`config.mk`:
```
export PLATFORM = sky130hd
export DESIGN_NAME = ks_add_arbiter_flat
export DESIGN_NICKNAME = d
export VERILOG_FILES = /design/src/rtl/ks_add_arbiter_if.sv /design/src/rtl/ks_add_arbiter.sv /design/src/flat_wrapper.sv
export SDC_FILE = /design/constraint.sdc
export NUM_CORES = 1
export LEC_CHECK = 0
export ABC_AREA = 1
export ABC_CLOCK_PERIOD_IN_PS = 2400
export CAP_MARGIN = 20
export CORE_ASPECT_RATIO = 0.8
export CORE_MARGIN = 3
export CORE_UTILIZATION = 30
export CTS_BUF_LIST = sky130_fd_sc_hd__clkbuf_8
export DETAILED_ROUTE_END_ITERATION = 8
export PLACE_DENSITY = 0.77
export SLEW_MARGIN = 5
export SYNTH_ARGS = -nofsm -noshare
export SYNTH_HDL_FRONTEND = slang
export SYNTH_SLANG_ARGS = --single-unit
```
`constraint.sdc`:
```
create_clock -name clk -period 2.4 [get_ports clk]
set_clock_uncertainty 0.05 [all_clocks]
set_input_delay 0.24 -clock clk [delete_from_list [all_inputs] [get_ports clk]]
set_output_delay 0.24 -clock clk [all_outputs]
set_load 0.005 [all_outputs]
```
`src/rtl/ks_add_arbiter_if.sv`:
```
// Requester/adder bus of ks_add_arbiter: operand handshake, adder operand/sum lines
// and the shared response. slave = arbiter side, master = requesters plus adder.
interface ks_add_arbiter_if #(
  parameter int unsigned NUM_REQ = 4,
  parameter int unsigned W       = 16
);
  logic [NUM_REQ-1:0]   req_valid;
  logic [NUM_REQ-1:0]   req_ready;
  logic [NUM_REQ*W-1:0] req_a;
  logic [NUM_REQ*W-1:0] req_b;
  logic [W-1:0]         add_x;
  logic [W-1:0]         add_y;
  logic [W:0]           add_s;
  logic [NUM_REQ-1:0]   rsp_valid;
  logic [W:0]           rsp_sum;

  modport slave (
    input  req_valid, req_a, req_b, add_s,
    output req_ready, add_x, add_y, rsp_valid, rsp_sum
  );

  modport master (
    output req_valid, req_a, req_b, add_s,
    input  req_ready, add_x, add_y, rsp_valid, rsp_sum
  );
endinterface

```
`src/rtl/ks_add_arbiter.sv`:
```
// Round-robin arbiter sharing one registered adder among NUM_REQ requesters, with a
// tag pipeline routing each sum back. KS_ADD_ARB_CNT_EN adds a saturating op_count.
module ks_add_arbiter #(
  parameter int unsigned NUM_REQ = 4,
  parameter int unsigned W       = 16,
  parameter int unsigned ADD_LAT = 1
) (
  input  logic            clk,
  input  logic            rst,
  input  logic            en,
  ks_add_arbiter_if.slave bus,
  output logic            busy
`ifdef KS_ADD_ARB_CNT_EN
  ,
  output logic [15:0]     op_count
`endif
);

  localparam int unsigned IDX_W = (NUM_REQ > 1) ? $clog2(NUM_REQ) : 1;
  localparam int unsigned DEPTH = ADD_LAT + 1;

  typedef enum logic [1:0] {
    ST_IDLE,
    ST_RUN,
    ST_DRAIN
  } state_t;

  state_t             state_q, state_d;
  logic [IDX_W-1:0]   rr_ptr_q, rr_ptr_d;
  logic [DEPTH-1:0]   tag_v_q, tag_v_d;
  logic [IDX_W-1:0]   tag_g_q [DEPTH];
  logic [IDX_W-1:0]   tag_g_d [DEPTH];
  logic [W-1:0]       add_x_q, add_x_d;
  logic [W-1:0]       add_y_q, add_y_d;
  logic [NUM_REQ-1:0] rsp_valid_q, rsp_valid_d;
  logic [W:0]         rsp_sum_q, rsp_sum_d;
  logic               busy_q, busy_d;

  logic [W-1:0]       op_a [NUM_REQ];
  logic [W-1:0]       op_b [NUM_REQ];
  logic               grant_vld;
  logic [IDX_W-1:0]   grant_idx;
  logic [NUM_REQ-1:0] ready_c;
  logic               issue_allow;
  logic               accept;
  logic               in_flight;
  int unsigned        cand;

  always_comb begin
    for (int unsigned i = 0; i < NUM_REQ; i++) begin
      op_a[i] = bus.req_a[i*W +: W];
      op_b[i] = bus.req_b[i*W +: W];
    end
  end

  // Search upward from rr_ptr with wrap; first valid requester wins.
  always_comb begin
    grant_vld = 1'b0;
    grant_idx = '0;
    cand      = 0;
    for (int unsigned k = 0; k < NUM_REQ; k++) begin
      cand = 32'(rr_ptr_q) + k;
      if (cand >= NUM_REQ) cand = cand - NUM_REQ;
      if (!grant_vld && bus.req_valid[cand[IDX_W-1:0]]) begin
        grant_vld = 1'b1;
        grant_idx = cand[IDX_W-1:0];
      end
    end
  end

  always_comb begin
    issue_allow = (state_q == ST_RUN) && en;
    ready_c     = '0;
    if (issue_allow && grant_vld) ready_c[grant_idx] = 1'b1;
    accept = |(ready_c & bus.req_valid);
  end

  always_comb begin
    rr_ptr_d = rr_ptr_q;
    if (accept) begin
      if (grant_idx == IDX_W'(NUM_REQ - 1)) rr_ptr_d = '0;
      else                                   rr_ptr_d = grant_idx + 1'b1;
    end
  end

  always_comb begin
    in_flight = |tag_v_q;
    state_d   = state_q;
    case (state_q)
      ST_IDLE:  if (en) state_d = ST_RUN;
      ST_RUN:   if (!en) state_d = ST_DRAIN;
      ST_DRAIN: begin
        if (en)              state_d = ST_RUN;
        else if (!in_flight) state_d = ST_IDLE;
      end
      default:  state_d = ST_IDLE;
    endcase
  end

  always_comb begin
    add_x_d = add_x_q;
    add_y_d = add_y_q;
    if (accept) begin
      add_x_d = op_a[grant_idx];
      add_y_d = op_b[grant_idx];
    end

    // Stage 0 is written on the issue edge; the last stage lines up with add_s.
    tag_v_d[0] = accept;
    tag_g_d[0] = grant_idx;
    for (int unsigned i = 1; i < DEPTH; i++) begin
      tag_v_d[i] = tag_v_q[i-1];
      tag_g_d[i] = tag_g_q[i-1];
    end

    rsp_valid_d = '0;
    rsp_sum_d   = rsp_sum_q;
    if (tag_v_q[DEPTH-1]) begin
      rsp_valid_d[tag_g_q[DEPTH-1]] = 1'b1;
      rsp_sum_d                     = bus.add_s;
    end

    busy_d = (state_d != ST_IDLE) || (|tag_v_d);
  end

`ifdef KS_ADD_ARB_CNT_EN
  logic [15:0] cnt_q, cnt_d;

  always_comb begin
    cnt_d = cnt_q;
    if ((|rsp_valid_d) && (cnt_q != 16'hFFFF)) cnt_d = cnt_q + 16'd1;
  end

  always_ff @(posedge clk) begin
    if (rst) cnt_q <= '0;
    else     cnt_q <= cnt_d;
  end

  assign op_count = cnt_q;
`endif

  always_ff @(posedge clk) begin
    if (rst) begin
      state_q     <= ST_IDLE;
      rr_ptr_q    <= '0;
      tag_v_q     <= '0;
      tag_g_q     <= '{default: '0};
      add_x_q     <= '0;
      add_y_q     <= '0;
      rsp_valid_q <= '0;
      rsp_sum_q   <= '0;
      busy_q      <= 1'b0;
    end else begin
      state_q     <= state_d;
      rr_ptr_q    <= rr_ptr_d;
      tag_v_q     <= tag_v_d;
      tag_g_q     <= tag_g_d;
      add_x_q     <= add_x_d;
      add_y_q     <= add_y_d;
      rsp_valid_q <= rsp_valid_d;
      rsp_sum_q   <= rsp_sum_d;
      busy_q      <= busy_d;
    end
  end

  assign bus.req_ready = ready_c;
  assign bus.add_x     = add_x_q;
  assign bus.add_y     = add_y_q;
  assign bus.rsp_valid = rsp_valid_q;
  assign bus.rsp_sum   = rsp_sum_q;
  assign busy          = busy_q;

endmodule

```
`src/flat_wrapper.sv`:
```
// flat-port wrapper written by rule: the top's interface ports become plain ports
module ks_add_arbiter_flat 
#(
  parameter int unsigned NUM_REQ = 4,
  parameter int unsigned W       = 16,
  parameter int unsigned ADD_LAT = 1
)
  (clk, rst, en, busy, bus_req_valid, bus_req_a, bus_req_b, bus_add_s, bus_req_ready, bus_add_x, bus_add_y, bus_rsp_valid, bus_rsp_sum);
  ks_add_arbiter_if #(.NUM_REQ(NUM_REQ), .W(W)) bus_i ();
  input  logic clk;
  input  logic rst;
  input  logic en;
  output logic busy;
  input wire logic [$bits(bus_i.req_valid)-1:0] bus_req_valid;
  input wire logic [$bits(bus_i.req_a)-1:0] bus_req_a;
  input wire logic [$bits(bus_i.req_b)-1:0] bus_req_b;
  input wire logic [$bits(bus_i.add_s)-1:0] bus_add_s;
  output wire logic [$bits(bus_i.req_ready)-1:0] bus_req_ready;
  output wire logic [$bits(bus_i.add_x)-1:0] bus_add_x;
  output wire logic [$bits(bus_i.add_y)-1:0] bus_add_y;
  output wire logic [$bits(bus_i.rsp_valid)-1:0] bus_rsp_valid;
  output wire logic [$bits(bus_i.rsp_sum)-1:0] bus_rsp_sum;
  assign bus_i.req_valid = bus_req_valid;
  assign bus_i.req_a = bus_req_a;
  assign bus_i.req_b = bus_req_b;
  assign bus_i.add_s = bus_add_s;
  assign bus_req_ready = bus_i.req_ready;
  assign bus_add_x = bus_i.add_x;
  assign bus_add_y = bus_i.add_y;
  assign bus_rsp_valid = bus_i.rsp_valid;
  assign bus_rsp_sum = bus_i.rsp_sum;
  ks_add_arbiter #(.NUM_REQ(NUM_REQ), .W(W), .ADD_LAT(ADD_LAT)) u_core (.clk(clk), .rst(rst), .en(en), .bus(bus_i), .busy(busy));
endmodule
```
# Word level (Yosys, flattened, before mapping)

Cells that the tools add are included.

Bits in registers: 64
Input bits: 152
Output and inout port bits: 58
Word-level logic and storage cells: 91

Add/sub/neg operators: 8
$lt $le $gt $ge: 13
Equal/unequal tests: 3
Multiplexer cells: 37
Bitwise operators: 3
Reductions and logical operators: 17

Operators with widths:

| cell                | number |
|---|---|
| $bmux 16 s2         | 2 |
| $mux 16             | 4 |
| $mux 2              | 13 |
| $lt 2x3->1 const B  | 6 |
| $ge 3x3->1 const B  | 4 |
| $mux 1              | 10 |
| $bmux 1 s2          | 4 |
| $sub 2x1->2 const B | 4 |
| $logic_and 1x1->1   | 7 |
| $add 2x2->3 const B | 2 |
| $pmux 2 s3          | 1 |
| $reduce_or 5->1     | 1 |
| $and 4x4->4         | 1 |
| $demux 1 s2         | 2 |
| $eq 2x2->1 const B  | 2 |
| $ge 2x1->1 const B  | 2 |
| $mux 4              | 1 |
| $reduce_or 2->1     | 2 |
| $reduce_or 4->1     | 1 |
| $add 2x1->3 const B | 1 |
| $ge 2x3->1 const B  | 1 |
| $logic_not 1->1     | 3 |
| $not 2->3           | 1 |
| $add 2x1->2 const B | 1 |
| 5 further kinds     | 5 |

# Longest topological paths before layout

Gate-level depths: netlist of the first run.

Depth in word-level cells: 22
Mapped depth: 20
Mapped depth without buffers: 18

# Worst setup path before layout of the first run

Ideal clock, no wire load.

Path kind: reg-to-reg
From: register u_core.rr_ptr_q[0]
To: register u_core.add_x_q[0], in the netlist u_core.bus.add_x[0]
Setup time: 111 ps
Arrival: 2454 ps
Data required time: 2239 ps
Slack: -216 ps
Stages on the path, launching flop included: 18
Buffers on the path: 3
Clock period less this slack: 2616 ps
Path through: dfxtp_1 -> buf_4 -> nand2_1 -> nand3_1 -> nand2_1 -> nor2_2 -> nand3_1 -> nand4_1 -> clkbuf_1 -> ha_1 -> inv_1 -> nor2_1 -> nand2_2 -> nand3_4 -> inv_4 -> buf_6 -> nor2_1 -> nor2_1

Longest elaborated chain between the ends: 21
Elaborated cells between the ends (all ways): 50
Those cells by class: 7 x add/sub; 6 x order compare; 26 x mux; 2 x bitwise; 9 x reduce/logical

Ends and longest elaborated chain:

| what                                                 | line                  | source |
|---|---|---|
| from (decl)                                          | ks_add_arbiter.sv:29  | `logic [IDX_W-1:0] rr_ptr_q, rr_ptr_d;` |
| from (signal assigned)                               | ks_add_arbiter.sv:155 | `rr_ptr_q <= rr_ptr_d;` |
| branches (longest 18 deep; another with $add 2x1->3) | -                     |  |
| $mux 4 (*)                                           | ks_add_arbiter.sv:74  | `if (issue_allow && grant_vld) ready_c[grant_idx] = 1'b1;` |
| named net bus_req_ready[3]                           | flat_wrapper.sv:18    | `output wire logic [$bits(bus_i.req_ready)-1:0] bus_req_ready;` |
| $and 4x4->4 (*)                                      | ks_add_arbiter.sv:75  | `accept = \|(ready_c & bus.req_valid);` |
| $reduce_or 4->1 (*)                                  | ks_add_arbiter.sv:75  |  |
| to (signal assigned)                                 | ks_add_arbiter.sv:148 | `add_x_q <= '0;` |
| to (signal assigned)                                 | ks_add_arbiter.sv:158 | `add_x_q <= add_x_d;` |
| to (decl)                                            | ks_add_arbiter.sv:33  | `logic [W-1:0] add_x_q, add_x_d;` |

Mark *: on every way through the listed nets, which the timed path passes. The select of a mux whose other input is x is not followed.
A chain may end at the register's enable or synchronous reset.

# Worst setup path in the final report of the first run

From: register u_core.rr_ptr_q[0]
To: register u_core.add_y_q[7], in the netlist u_core.bus.add_y[7]

Longest elaborated chain between the ends: 21
Elaborated cells between the ends (all ways): 50
Those cells by class: 7 x add/sub; 6 x order compare; 26 x mux; 2 x bitwise; 9 x reduce/logical

Ends and longest elaborated chain:

| what                                                 | line                  | source |
|---|---|---|
| branches (longest 21 deep; another with $add 2x1->3) | -                     |  |
| to (signal assigned)                                 | ks_add_arbiter.sv:159 | `add_y_q <= add_y_d;` |
| to (decl)                                            | ks_add_arbiter.sv:34  | `logic [W-1:0] add_y_q, add_y_d;` |

Parallel ways; which one is timed is not known. The select of a mux whose other input is x is not followed.

==> results.cfg, run 1 <==
[status]
status = finished clean

[timing]
period_share = 0.9864
finalMaxSlewViolations = 0
final-setup-viol-count = 0
fin_crit_ns = 2.367
max_freq_mhz = 422.4
worst_pin_slew_ns = 0.5102
maxSlewHeadroom = 0.6595
final_hold_viol_count = 0
rsz0062_at_grt = true

[worst_setup_path]
reg2reg_from = u_core.rr_ptr_q[0]
cp.required_ns = 2.63
crit_type = flop to flop
crit_fanout = 8
start_kind = flop
cp.arrival_ns = 2.60
startpoint = u_core.rr_ptr_q[0]
cp-end-kind = flop

[place]
place_area_um2 = 6535
portBuffers = 209
gp_congestion = 0.8887
place_hpwl_mm = 11.20

[clock_tree]
clock_latency_ns = 0.34
path_clk_slew_ns = 0.08
cts-root-buf = clkbuf_8
numCtsBuffers = 9
cts_htree_levels = 3
cts_tree = yes
ctsHoldBuffers = 0
clockBufferDepth = 2
cts_num_sinks = 64

[layout]
nets = 1062
fillers = 1301
syn2layout_area_growth_pct = 73.08
num_antenna_cells = 0
drive_above_1_share = 0.1368
fin_area_um2 = 7047

[logic_synthesis]
synth_top_cell_by_area = dfxtp_1
synth_top_family_by_area = simple AND/OR/NAND/NOR gates
async_flop_share = 0
synth-simple-area-share = 0.4849
yosysSeqAreaShare = 0.3147
synth_area_um2 = 4071
synthTopCellsByArea = dfxtp_1 31%, nand3_1 15%, nand2_1 14%
synth_cells = 692
synth-compound-area-share = 0.03473
syn_avg_cell_area_um2 = 5.884
synth_flop_cell = dfxtp_1
synth-edff-count = 0
syn_nets = 845
ys_warn_count = 0
synth.distinct_cells = 25
synth-adder-area-share = 0.003073
yosys_register_bits = 64
synth.top_cell.area_share = 0.3147
muxShareOfSynthArea = 0
synth_xor_xnor_area_share = 0

[detailed_routing]
antenna_left = 0
dr.first_iter.drc_count = 252
drc = 0
vias_per_cell = 4.637
wl_mm = 14.96
drt_first_pass_iters = 5
wl_per_cell_um = 13.74
vias = 5050

[die]
start_util = 0.3119
die_h_um = 110.2
die_w_um = 136.2
die_area_um2 = 15010
core_um2 = 13060
io_pins = 210
row_count = 37

[pwr]
p_leak_nw = 3.275
power.density_nw_per_um2 = 584.3
total_power_w = 0.004117
vdd_drop_max_uv = 249.8

[global_routing]
antenna_found_initial = 0
grt_use_total = 0.1836
grt_overflow = 0
grt_max_degree = 52
grt_pass1_wl_mm = 22.02
grt_pass1_vias = 4470

[run]
cap_violations = 0

[worst_hold_path]
hp-start = u_core.tag_g_d[1]
min_path_type = flop to flop
## where the power goes
group	internal, W	switching [W]	leakage (nW)
Clock	0.000597	0.000447	0.114
Combinational	0.000886	0.000991	2.64
Sequential	0.00115	0.0000493	0.522
## repair_timing
| action | 4_1_cts | 5_1_grt |
|---|---|---|
| buffers inserted | 0 | 4 |
| endpoints found under the setup margin | 34 | 38 |
| pin swaps | 0 | 17 |
| gates cloned | 0 | 3 |
| gates resized for setup | 11 | 72 |
## final cells by class
type                       instances  area [um2]  area share
sequential                        64        1286      0.1825
timing repair inverter             1       6.256   0.0008878
clock buffer                       9       123.9     0.01758
tap                              175       219.0     0.03107
clock inverter                     7       103.9     0.01474
multi-input combinational        466        2330      0.3306
inverter                         117       456.7     0.06481
timing repair buffer             250        2521      0.3578
## placed cells by master, fill, tap and decap left out, types with 4 or more instances in the layout
master           count
nand2_2             17
inv_1              108
o21ai_0             20
inv_2                5
nand3_1            115
nand2_1            134
nand2_4              6
nor2_1              83
nor2_2              15
nor3_1               5
clkbuf_8             9
dfxtp_1             62
nor2_4               5
nand3_4              4
clkdlybuf4s50_1    205
buf_12               7
nand4_1             47
a21oi_1              5
buf_6                7
buf_4               26
## synthesized netlist by cell type, types with 4 or more instances
cell      number
nand2_1      154
nor3_1         5
buf_2         23
nand2_2        4
dfxtp_1       64
nand3_1      119
o21ai_0       20
nand4_1       47
nor2_1       100
clkbuf_1      15
inv_1        110
a21oi_1        7
inv_2          5
## logic make-up (layout without fill, tap and decap cells)
logic type,after synthesis,after routing
AND/OR/NAND/NOR,437,437
buffers and inverters,162,384
flip-flops,64,64
AO/OA/AOI/OAI,28,28
adder cells (fa/ha/maj),1,1
## sequential cells by signal, indices dropped and copies added (netlist names)
| name | count |
|---|---|
| u_core.busy | 1 |
| u_core.bus.add_x | 16 |
| u_core.tag_g_d | 2 |
| u_core.state_q | 2 |
| u_core.tag_g_q | 2 |
| u_core.rr_ptr_q | 2 |
| u_core.bus.add_y | 16 |
| u_core.bus.rsp_sum | 17 |
| u_core.bus.rsp_valid | 4 |
| u_core.tag_v_q | 2 |
## critical path, stage by stage, from the launching register on
cell     delay (ns)
dfxtp_4        0.41
buf_6          0.14
nand2_2        0.07
nand2_4        0.06
nand2_2        0.08
nand2_2        0.07
nand2_4        0.08
nand2_2        0.05
nand2_2        0.09
nand2_4        0.06
nor2_4         0.11
ha_2           0.18
inv_2          0.04
nor2_4         0.12
buf_6          0.13
nand2_8        0.07
nand3_4        0.13
buf_6          0.15
nand2_1        0.07
a21oi_1        0.11
## per-stage QoR
step	TNS (ns)	util	setup slack, ns	hold WS (ns)	instances
4_1_cts	-0.06597	0.5185	-0.06597	0.3582	1082
6_report	0	0.5398	0.03252	0.3568	1089
5_1_grt	-1.377	0.5398	-0.06454	0.3736	1089
3_3_place_gp	-2.515	0.5006	-0.1623	0.3425	1066
2_1_floorplan	0	-	0.0002640	0.2591	692
3_5_place_dp	-4.817	0.5006	-0.2234	0.3459	1066
## worst paths after layout
check | endpoint | slack (ns) | cells after the start
worst max-delay path | u_core.bus.add_y[7] | 0.03 | 19
worst min-delay path | u_core.tag_g_q[1] | 0.36 | 2
worst min register to register | u_core.tag_g_q[1] | 0.36 | 2
worst max register to register | u_core.bus.add_y[7] | 0.03 | 19
## layer usage
layer,GRT usage,wire (um),share of wire,up-vias
li1,-,-,-,2615
met1,0.2418,6762,0.45,2225
met2,0.2933,6698,0.45,197
met3,0.06171,1291,0.086,13
met4,0.04101,206,0.014,0
met5,0,0,0,-
Power figures use the tool's default switching activity.
==> inputs of run 2 (changes only) <==
--- a/config.mk
+++ b/config.mk
@@ -10,11 +10,11 @@
 export CAP_MARGIN = 20
 export CORE_ASPECT_RATIO = 0.8
 export CORE_MARGIN = 3
-export CORE_UTILIZATION = 30
+export CORE_UTILIZATION = 37
 export CTS_BUF_LIST = sky130_fd_sc_hd__clkbuf_8
 export DETAILED_ROUTE_END_ITERATION = 8
-export PLACE_DENSITY = 0.77
-export SLEW_MARGIN = 5
+export PLACE_DENSITY = 0.9
+export SLEW_MARGIN = 25
 export SYNTH_ARGS = -nofsm -noshare
 export SYNTH_HDL_FRONTEND = slang
 export SYNTH_SLANG_ARGS = --single-unit
==> results.cfg, run 2 (same netlist as run 1, synthesis figures left out) <==
[clock_tree]
cts_num_sinks = 64
path_clk_slew_ns = 0.07
cts_htree_levels = 3
clock_latency_ns = 0.34
clockBufferDepth = 2
ctsHoldBuffers = 0
cts-root-buf = clkbuf_8
numCtsBuffers = 9
cts_tree = yes

[timing]
max_freq_mhz = 424.7
final_hold_viol_count = 0
maxSlewHeadroom = 0.6346
rsz0062_at_grt = true
worst_pin_slew_ns = 0.5475
period_share = 0.9811
finalMaxSlewViolations = 0
setup_tns_ns = 0
fin_crit_ns = 2.355
layout_setup_ws_ns = 0.04538
final-setup-viol-count = 0

[die]
row_count = 33
io_pins = 210
die_area_um2 = 12310
core_um2 = 10490
start_util = 0.3882
die_w_um = 123.3
die_h_um = 99.83

[global_routing]
grt_use_total = 0.2271
grt_overflow = 0
grt_pass1_wl_mm = 22.38
antenna_found_initial = 0
grt_max_degree = 53
grt_pass1_vias = 4770

[layout]
num_antenna_cells = 0
layout_commonest_cell = clkdlybuf4s50_1
largest_reg_flops = 17
final_cell_mix = 205 x clkdlybuf4s50_1, 139 x nand2_1, 112 x nand3_1, 109 x inv_1, 92 x nor2_1
fillers = 892
syn2layout_area_growth_pct = 70.25
drive_above_1_share = 0.1242
nets = 1066
final_util = 0.6609

[worst_setup_path]
worstRegToRegCells = 18
reg2reg_from = u_core.rr_ptr_q[0]
cp.arrival_ns = 2.06
cp_slowest_stage_delay_ns = 0.37
crit_path_top_delay_cell = dfxtp_4
worstPathCellList = buf_6, nand2_1, nand2_2, nand2_1, nand2_2, nor2_4, nand3_2, nand4_1, buf_4, ha_4, inv_1, nor2_2, buf_2
crit_type = flop to primary output
crit_fanout = 4
rrSetupSlack_ns = 0.05
rr_endpoint = u_core.bus.add_x[13]
cp-end-kind = primary output
start_kind = flop
startpoint = u_core.rr_ptr_q[0]
cp.required_ns = 2.11

[detailed_routing]
vias = 5173
drc = 0
wl_mm = 14.68
vias_per_cell = 4.889
wl_per_cell_um = 13.87
dr.first_iter.drc_count = 280
antenna_left = 0
drt_first_pass_iters = 5

[pwr]
power.density_nw_per_um2 = 587.7
p_leak_nw = 3.276
vdd_drop_max_uv = 293.0

[status]
status = finished clean

[worst_hold_path]
min_path_type = flop to flop
worstHoldEndpoint = u_core.tag_g_q[0]
hp-start = u_core.tag_g_d[0]
whs_path_depth = 2

[place]
gp_congestion = 0.9114
portBuffers = 209
place_hpwl_mm = 11.09
place_ws_ns = -0.2297

[run]
cap_violations = 0
==> run 2: what timing repair did <==
action,4_1_cts,5_1_grt
gates resized for setup,8,45
gates cloned,0,1
setup endpoints to repair,11,37
buffers inserted,1,1
pin swaps,1,15
==> run 2: power breakdown <==
part / internal, W / total, W / switching, W
Sequential: 0.00115 / 0.00120 / 0.0000478
Clock: 0.000607 / 0.00102 / 0.000411
Combinational: 0.000898 / 0.00186 / 0.000962
Total: 0.00265 / 0.00407 / 0.00142
==> run 2: critical path: cells and delay by family, from the launching register on <==
| kind | cells | cell delay (ns) |
|---|---|---|
| adder cells (fa/ha/maj) | 1 | 0.12 |
| flip-flops | 1 | 0.37 |
| buffers and inverters | 4 | 0.45 |
| AND/OR/NAND/NOR | 8 | 0.78 |
==> run 2: worst max-delay path by stage <==
stage / end / cells after the start / slack (ns)
floorplan: u_core.bus.add_x[0] / 20 / 0.0003
global placement: bus_req_ready[0] / 11 / -0.15
detailed placement: u_core.bus.add_y[9] / 15 / -0.23
CTS: bus_req_ready[3] / 12 / -0.09
global route: bus_req_ready[3] / 13 / -0.06
finish: bus_req_ready[3] / 13 / 0.05
==> run 2: per-stage QoR <==
| step | hold slack [ns] | total power, W | std cells | area, um2 |
|---|---|---|---|---|
| 4_1_cts | 0.3628 | 0.004000 | 1056 | 6780 |
| 5_1_grt | 0.3839 | 0.004346 | 1058 | 6932 |
| 2_1_floorplan | 0.2591 | 0.002182 | 692 | 4098 |
| 6_report | 0.3619 | 0.004073 | 1058 | 6932 |
| 3_3_place_gp | 0.3409 | 0.002926 | 1039 | 6551 |
| 3_5_place_dp | 0.3535 | 0.002961 | 1039 | 6551 |
==> run 2: cell type report <==
type	count	area, um2	area share
Timing Repair Buffer	255	2555	0.3686
Clock inverter	6	82.58	0.01191
Sequential cell	64	1289	0.1859
Inverter	117	444.2	0.06408
Tap cell	140	175.2	0.02527
Multi-Input combinational cell	466	2248	0.3244
Clock buffer	10	137.6	0.01986
==> run 2: per-layer routing <==
layer | up-vias | part of all wire | track usage
met2 | 224 | 0.48 | 0.3881
li1 | 2627 | - | -
met5 | - | 0 | 0
met3 | 23 | 0.088 | 0.06761
met1 | 2299 | 0.41 | 0.2737
met4 | 0 | 0.022 | 0.07234
==> inputs of run 3 (changes only) <==
--- a/config.mk
+++ b/config.mk
@@ -9,7 +9,6 @@
 export ABC_CLOCK_PERIOD_IN_PS = 2400
 export CAP_MARGIN = 20
 export CORE_ASPECT_RATIO = 0.8
-export CORE_MARGIN = 3
 export CORE_UTILIZATION = 37
 export CTS_BUF_LIST = sky130_fd_sc_hd__clkbuf_8
 export DETAILED_ROUTE_END_ITERATION = 8
==> results.cfg, run 3 (same netlist as run 1, synthesis figures left out) <==
[layout]
drive_above_1_share = 0.1312
nets = 1070
final_cells = 1062
largest_reg_flops = 17
syn2layout_area_growth_pct = 72.22
fin_area_um2 = 7012
layout_commonest_cell = clkdlybuf4s50_1
final_cell_mix = 205 x clkdlybuf4s50_1, 129 x nand2_1, 113 x nand3_1, 109 x inv_1, 97 x nor2_1
num_antenna_cells = 0

[clock_tree]
cts-root-buf = clkbuf_8
path_clk_slew_ns = 0.07
cts_num_sinks = 64
cts_tree = yes
cts_htree_levels = 3
ctsHoldBuffers = 0
numCtsBuffers = 9
clockBufferDepth = 2
clock_latency_ns = 0.33

[worst_setup_path]
cp.arrival_ns = 2.10
crit_fanout = 7
crit_type = flop to primary output
start_kind = flop
cp.required_ns = 2.11
cp-end-kind = primary output

[detailed_routing]
wl_mm = 14.70
vias = 5172
antenna_left = 0
vias_per_cell = 4.870
drt_first_pass_iters = 4
drc = 0
dr.first_iter.drc_count = 345
wl_per_cell_um = 13.84

[timing]
maxSlewHeadroom = 0.6936
layout_setup_ws_ns = 0.009930
rsz0062_at_grt = true
finalMaxSlewViolations = 0
final-setup-viol-count = 0
final_hold_viol_count = 0
max_freq_mhz = 418.4
worst_pin_slew_ns = 0.4568
fin_crit_ns = 2.390
period_share = 0.9959

[die]
core_um2 = 10490
row_count = 33
io_pins = 210
die_h_um = 95.83
die_w_um = 119.3
die_area_um2 = 11430
start_util = 0.3882

[global_routing]
use_met1 = 0.2910
grt_max_degree = 57
grt_pass1_wl_mm = 21.52
grt_use_total = 0.2381
met3_usage = 0.05273
grt_busiest_layer = met2
use_met2 = 0.4118
grt_overflow = 0
grt_pass1_vias = 4452
antenna_found_initial = 0

[pwr]
p_leak_nw = 3.343
vdd_drop_max_uv = 278.5
power.density_nw_per_um2 = 602.0
total_power_w = 0.004221

[place]
portBuffers = 209
place_area_um2 = 6521
numPlacedInstances = 1040
place_ws_ns = -0.1969
gp_congestion = 0.8309
place_hpwl_mm = 10.66

[run]
cap_violations = 0

[worst_hold_path]
min_path_type = flop to flop

[status]
status = finished clean
run 3: critical path: stages (launching register included):
cell,delay [ns]
dfxtp_4,0.38
buf_8,0.15
nand2_4,0.10
nand3_4,0.09
nand2_4,0.10
inv_2,0.06
nand3_1,0.10
nand4_1,0.14
buf_4,0.16
buf_4,0.13
nor2_1,0.08
dlygate4sd2_1,0.27
run 3: cell type report:
| cell class | instances | area (um2) |
|---|---|---|
| tap | 140 | 175.2 |
| clock buffer | 10 | 137.6 |
| clock inverter | 6 | 107.6 |
| sequential | 64 | 1289 |
| inverter | 117 | 449.2 |
| fill | 923 | 3476 |
| timing repair buffer | 259 | 2550 |
| multi-input combinational | 466 | 2303 |
run 3: power breakdown:
part	leakage [nW]	switching [W]	internal [W]	total [W]
clock network	0.128	0.000409	0.000715	0.00112
registers	0.522	0.0000485	0.00115	0.00120
logic	2.69	0.000981	0.000920	0.00190
total	3.34	0.00144	0.00278	0.00422
run 3: layer usage:
layer | share of wire | routed length [um]
met5 | 0 | 0
met4 | 0.028 | 405
met3 | 0.062 | 915
met2 | 0.49 | 7183
met1 | 0.42 | 6191
run 3: worst paths after layout:
check                           cells after the start             endpoint  slack (ns)               start
worst max-delay path                               11     bus_req_ready[0]        0.01  u_core.rr_ptr_q[0]
worst min-delay path                                2    u_core.tag_g_q[0]        0.37   u_core.tag_g_d[0]
worst max register to register                     17  u_core.bus.add_y[5]        0.08  u_core.rr_ptr_q[0]
worst min register to register                      2    u_core.tag_g_q[0]        0.37   u_core.tag_g_d[0]
run 3: stage by stage:
stage                     utilization  setup TNS [ns]  hold slack, ns
after floorplan                     -               0          0.2591
after global placement         0.6218          -1.839          0.3389
after detailed placement       0.6218          -3.661          0.3490
after CTS                      0.6464        -0.04276          0.3587
after global routing           0.6686          -1.104          0.3717
final                          0.6686               0          0.3658
run 3: timing repair:
item                                    CTS  global route
gates cloned                              0             1
setup buffers                             1             4
pin swaps                                 2            14
gates resized for setup                  10            56
endpoints found under the setup margin    4            39
